`src/rtl/multdiv_sequencer.sv`:
```
// ============================================================================
// Module   : multdiv_sequencer
// Purpose  : Sequences a multi-cycle multiply/divide operation. It latches the
//            X-stage request, pulses the multdiv unit, waits for its result,
//            then arbitrates for the register-file write port against M/W.
//            It also generates pipeline stalls for structural and RAW hazards.
// Options  : `define MULTDIV_SEQUENCER_WATCHDOG_EN adds a 6-bit RUN watchdog
//            that forces an exception writeback after 48 RUN cycles.
// Revision : 1.0 - initial release
// ============================================================================
`default_nettype none

module multdiv_sequencer (
  input  logic        clock,
  input  logic        reset,
  input  logic        issue_mult,
  input  logic        issue_div,
  input  logic [31:0] issue_a,
  input  logic [31:0] issue_b,
  input  logic [4:0]  issue_rd,
  input  logic [4:0]  fd_rs_a,
  input  logic [4:0]  fd_rs_b,
  output logic        md_ctrl_mult,
  output logic        md_ctrl_div,
  output logic [31:0] md_in_a,
  output logic [31:0] md_in_b,
  input  logic [31:0] md_result,
  input  logic        md_exception,
  input  logic        md_ready,
  input  logic        mw_we,
  output logic        wb_valid,
  output logic [4:0]  wb_reg,
  output logic [31:0] wb_data,
  output logic        stall,
  output logic        busy
);

  typedef enum logic [1:0] {
    S_IDLE  = 2'd0,
    S_START = 2'd1,
    S_RUN   = 2'd2,
    S_WB    = 2'd3
  } state_t;

  localparam logic [4:0]  C_RSTATUS_REG = 5'd30;
  localparam logic [31:0] C_MULT_EXC    = 32'd4;
  localparam logic [31:0] C_DIV_EXC     = 32'd5;

  state_t      r_state;
  state_t      w_state_next;
  logic        r_op;          // 0 = mult, 1 = div
  logic [4:0]  r_rd;
  logic [31:0] r_a;
  logic [31:0] r_b;
  logic [31:0] r_result;
  logic        r_exc;
  logic        w_issue;
  logic        w_wb_needed;
  logic        w_timeout;
  logic        w_raw_hazard;

  assign w_issue     = issue_mult | issue_div;
  // A write to r0 is pointless unless it is the redirected rstatus write.
  assign w_wb_needed = r_exc | (r_rd != 5'd0);
  assign md_in_a     = r_a;
  assign md_in_b     = r_b;

`ifdef MULTDIV_SEQUENCER_WATCHDOG_EN
  localparam logic [5:0] C_WD_LAST = 6'd47;
  logic [5:0] r_wd_cnt;

  // Count RUN cycles; cleared in START so the count begins at zero on RUN entry
  always_ff @(posedge clock or posedge reset) begin
    if (reset)                   r_wd_cnt <= '0;
    else if (r_state == S_START) r_wd_cnt <= '0;
    else if (r_state == S_RUN)   r_wd_cnt <= r_wd_cnt + 6'd1;
  end

  // The 48th RUN cycle without md_ready ends the wait (count reaches 48)
  assign w_timeout = (r_state == S_RUN) && !md_ready && (r_wd_cnt == C_WD_LAST);
`else
  assign w_timeout = 1'b0;
`endif

  // State register
  always_ff @(posedge clock or posedge reset) begin
    if (reset) r_state <= S_IDLE;
    else       r_state <= w_state_next;
  end

  // Next-state and output decode
  always_comb begin
    w_state_next = r_state;
    md_ctrl_mult = 1'b0;
    md_ctrl_div  = 1'b0;
    wb_valid     = 1'b0;
    wb_reg       = 5'd0;
    wb_data      = 32'd0;
    case (r_state)
      S_IDLE: begin
        if (w_issue) w_state_next = S_START;
      end
      S_START: begin
        md_ctrl_mult = ~r_op;
        md_ctrl_div  = r_op;
        w_state_next = S_RUN;
      end
      S_RUN: begin
        if (md_ready || w_timeout) w_state_next = S_WB;
      end
      S_WB: begin
        wb_reg   = r_exc ? C_RSTATUS_REG : r_rd;
        wb_data  = r_exc ? (r_op ? C_DIV_EXC : C_MULT_EXC) : r_result;
        // M/W always owns the port when it wants it
        wb_valid = w_wb_needed & ~mw_we;
        if (!w_wb_needed || !mw_we) w_state_next = S_IDLE;
      end
      default: w_state_next = S_IDLE;
    endcase
    busy = (r_state != S_IDLE);
    // The RAW term drops on the write cycle: the regfile writes before it reads
    w_raw_hazard = busy && (r_rd != 5'd0) &&
                   ((fd_rs_a == r_rd) || (fd_rs_b == r_rd)) && !wb_valid;
    stall = (busy && w_issue) || w_raw_hazard;
  end

  // Operand/result capture; md_ready is only honoured while in RUN
  always_ff @(posedge clock or posedge reset) begin
    if (reset) begin
      r_op     <= 1'b0;
      r_rd     <= 5'd0;
      r_a      <= 32'd0;
      r_b      <= 32'd0;
      r_result <= 32'd0;
      r_exc    <= 1'b0;
    end else begin
      case (r_state)
        S_IDLE: begin
          if (w_issue) begin
            r_op     <= issue_div;
            r_rd     <= issue_rd;
            r_a      <= issue_a;
            r_b      <= issue_b;
            r_result <= 32'd0;
            r_exc    <= 1'b0;
          end
        end
        S_RUN: begin
          if (md_ready) begin
            r_result <= md_result;
            r_exc    <= md_exception;
          end else if (w_timeout) begin
            r_exc    <= 1'b1;
          end
        end
        default: ;
      endcase
    end
  end

endmodule

`default_nettype wire

```
`config.mk`:
```
export PLATFORM = sky130hd
export DESIGN_NAME = multdiv_sequencer
export DESIGN_NICKNAME = d
export VERILOG_FILES = /design/src/rtl/multdiv_sequencer.sv
export SDC_FILE = /design/constraint.sdc
export NUM_CORES = 1
export LEC_CHECK = 0
export BUFFER_PORTS_ARGS = -buffer_cell sky130_fd_sc_hd__buf_2
export CORE_MARGIN = 4
export CORE_UTILIZATION = 30
export DETAILED_ROUTE_END_ITERATION = 6
export HOLD_SLACK_MARGIN = 0.08
export PLACE_DENSITY = 0.54
export REMOVE_ABC_BUFFERS = 1
export SETUP_SLACK_MARGIN = 0.5
export SLEW_MARGIN = 20
export SYNTH_ARGS = -nofsm -noshare
export SYNTH_HDL_FRONTEND = slang
export SYNTH_SLANG_ARGS = --single-unit
```
`constraint.sdc`:
```
create_clock -name clock -period 4.1 [get_ports clock]
set_input_delay 0.82 -clock clock [delete_from_list [all_inputs] [get_ports clock]]
set_output_delay 0.82 -clock clock [all_outputs]
set_load 0.02 [all_outputs]
```
==> out/qor.yml <==
cts:
  clkLatencyLatePin_ps: 350
  ctsHtreeMaxLevel: 3
  cts_setup_buffers: 0
  clk_pin_slew_ps: 70
  cts_resized: 0
  clock-root-buffer: "clkbuf_16"
  clockBufferDepth: 2
  cts-buffers-inserted: 9
  cts_tree: "done"
  ctsHoldBuffers: 0
  cts.sink_count: 105
critical_path:
  cp.arrival_ps: 2140
  end_kind: "primary output"
  path_class: "register to primary output"
  cp-start-kind: "register"
  critPathMaxFanout: 31
  cp.required_ps: 3280
  reg2regPathDepth: 5
yosys:
  avgSynthCellArea_um2: 13.8
  synth_cell_types: 27
  synth-seq-area-share_pct: 60.1
  syn-instance-count: 316
  yosysWarnings: 0
  syn-cell-area_um2: 4370
  synth-seq-cells: 105
global_route:
  grt.overflow.total: 0
  grt_pass1_vias: 3596
  grt_use_total_pct: 13.9
  antenna_found_initial: 0
  grt_start_max_net_pins: 92
  grt_pass1_wl_um: 18100
timing:
  holdWs_ps: 497
  hold_viol_final: 0
  min_period_over_period_pct: 72.1
  worst_slew_pin_slew_ps: 902
  max_slew_margin_pct: 39.9
  setup_viol: 0
  clock_skew_ps: 4.56
  fmax_mhz: 338
  slew_viol_final: 0
  layout_min_cycle_time_ps: 2960
  rsz0062_at_grt: "false"
  fin_tns_setup_ps: 0
die:
  io_pins: 224
  die_y_um: 129
  die-area_um2: 16600
  core_area_um2: 14100
  die_w_um: 129
  start_util_pct: 31.0
  rows: 43
route:
  vias: 3284
  dr.pass1.iters: 4
  drtIter0Drc: 78
  drt_wl_total_um: 11500
  drtAntennaViolNets: 0
  drc: 0
  viasPerCell: 4.56
  wl_per_cell_um: 16.0
pwr:
  powerDensity_nw_per_um2: 848
  switching_share_pct: 39.6
  p_sw_mw: 2.02
  p_leak_nw: 3.07
  pwr-share-seq_pct: 37.4
  ir_worst_vdd_mv: 0.393
  p_int_mw: 3.07
  power_frac_clock_pct: 17.6
  combPwrFrac_pct: 44.9
  finalPower_mw: 5.09
min_path:
  worstHoldPathCells: 1
  hp-class: "register to register"
cells_and_area:
  syn_to_final_growth_pct: 37.2
  drive_gt1_share_pct: 59.6
  utilization_pct: 42.6
  nets: 657
  antennaDiodeCount: 0
  fillers: 1359
placed_design:
  port_buffers: 223
  finalWeightedCongestion: 0.759
  dpl.hpwl_um: 8620
job:
  maxCapViolCount: 0
run_status:
  status: "finished, final reports clean"
cell families (layout without fill, tap and decap cells):
| family | after synthesis | after routing | share of synthesized area [%] |
|---|---|---|---|
| AND/OR/NAND/NOR | 59 | 59 | 7.35 |
| buffers and inverters | 25 | 249 | 2.60 |
| XOR/XNOR | 10 | 10 | 2.00 |
| AO/OA/AOI/OAI | 42 | 42 | 8.47 |
| multiplexers | 71 | 71 | 18.3 |
| flip-flops | 105 | 105 | 60.1 |
| adder cells (fa/ha/maj) | 4 | 4 | 1.14 |
through the flow:
| stage | cells | worst slack [ps] | cell area [um^2] |
|---|---|---|---|
| 2_1_floorplan | 297 | -420 | 4280 |
| 6_report | 720 | 1140 | 6000 |
| 4_1_cts | 720 | 734 | 5990 |
| 3_5_place_dp | 704 | 1120 | 5680 |
| 5_1_grt | 720 | 914 | 6000 |
| 3_3_place_gp | 704 | 1290 | 5680 |
power groups by stage:
stage / sequential, mW / combinational (mW) / clock (mW)
floorplan: 2.25 / 1.21 / 0
finish: 1.91 / 2.29 / 0.898
CTS: 1.91 / 2.33 / 0.932
detailed placement: 1.91 / 2.33 / 0
global placement: 1.90 / 2.29 / 0
global route: 1.98 / 2.49 / 0.972
area by class of cell:
cell class	count	area, um^2	share of cell area (%)
Sequential cell	105	2630	43.8
Multi-Input combinational cell	186	1660	27.6
Timing Repair Buffer	227	1150	19.1
Clock buffer	10	239	3.98
Tap cell	180	225	3.75
Clock inverter	6	75.1	1.25
Inverter	6	27.5	0.459
critical path, stage by stage, from the launching register on:
cell and delay (ps):
dfrtp_1 400, ha_1 240, clkinv_1 260, nor2_4 500, and2_1 210, buf_2 160
cell usage after synthesis:
cell type	instances	share of area, %
dfrtp_1	105	60
mux2_2	69	18
a22o_1	33	6.6
and2_1	32	4.6
nor2_1	15	1.3
clkbuf_1	11	0.94
xor2_1	10	2.0
buf_2	7	0.80
inv_1	5	0.43
ha_1	4	1.1
nand2_1	4	0.34
nor3_1	4	0.46
nor2b_1	2	0.29
o21ai_1	2	0.23
a21oi_1	1	0.11
a21oi_2	1	0.20
a22oi_1	1	0.17
buf_8	1	0.34
clkinv_1	1	0.086
mux2_4	1	0.34
mux2i_1	1	0.23
nand2_2	1	0.14
o221ai_1	1	0.20
o22ai_1	1	0.14
o2bb2ai_1	1	0.20
o311ai_4	1	0.60
or4_4	1	0.26
placed cells by master (no fill, tap or decap), types with 3 or more instances in the layout:
master      Yosys  layout
and2_1         32      32
buf_2           7     223
nor2_1         15      14
buf_4           0       4
xor2_1         10      10
dfrtp_1       105     105
clkinvlp_4      0       3
nor3_1          4       4
clkbuf_16       0       9
mux2_2         69      69
ha_1            4       4
nand2_1         4       4
a22o_1         33      33
inv_1           5       4
sequential cells by signal, summed over array words and instances, names as in the netlist:
signal / cells
r_exc: 1
r_state: 2
r_rd: 5
md_in_a: 32
r_result: 32
md_in_b: 32
r_op: 1
routing by layer:
metal / track usage [%] / part of all wire, % / vias up
met5: 0 / 0 / -
met1: 16.7 / 40 / 1580
met2: 21.9 / 47 / 141
met4: 5.87 / 2.0 / 0
li1: - / - / 1547
met3: 5.81 / 11 / 16
path summary, 6_finish.rpt:
path | slack, ps | end | from
min in group asynchronous | 640 | md_in_a[17] | reset
worst max register to register | 1920 | md_in_b[20] | r_state[0]
worst min-delay path | 500 | r_result[30] | r_result[30]
worst min register to register | 500 | r_result[30] | r_result[30]
worst max-delay path | 1140 | wb_data[9] | r_state[0]
max in group asynchronous | 2710 | r_result[31] | reset
(Power assumes the default switching activity.)
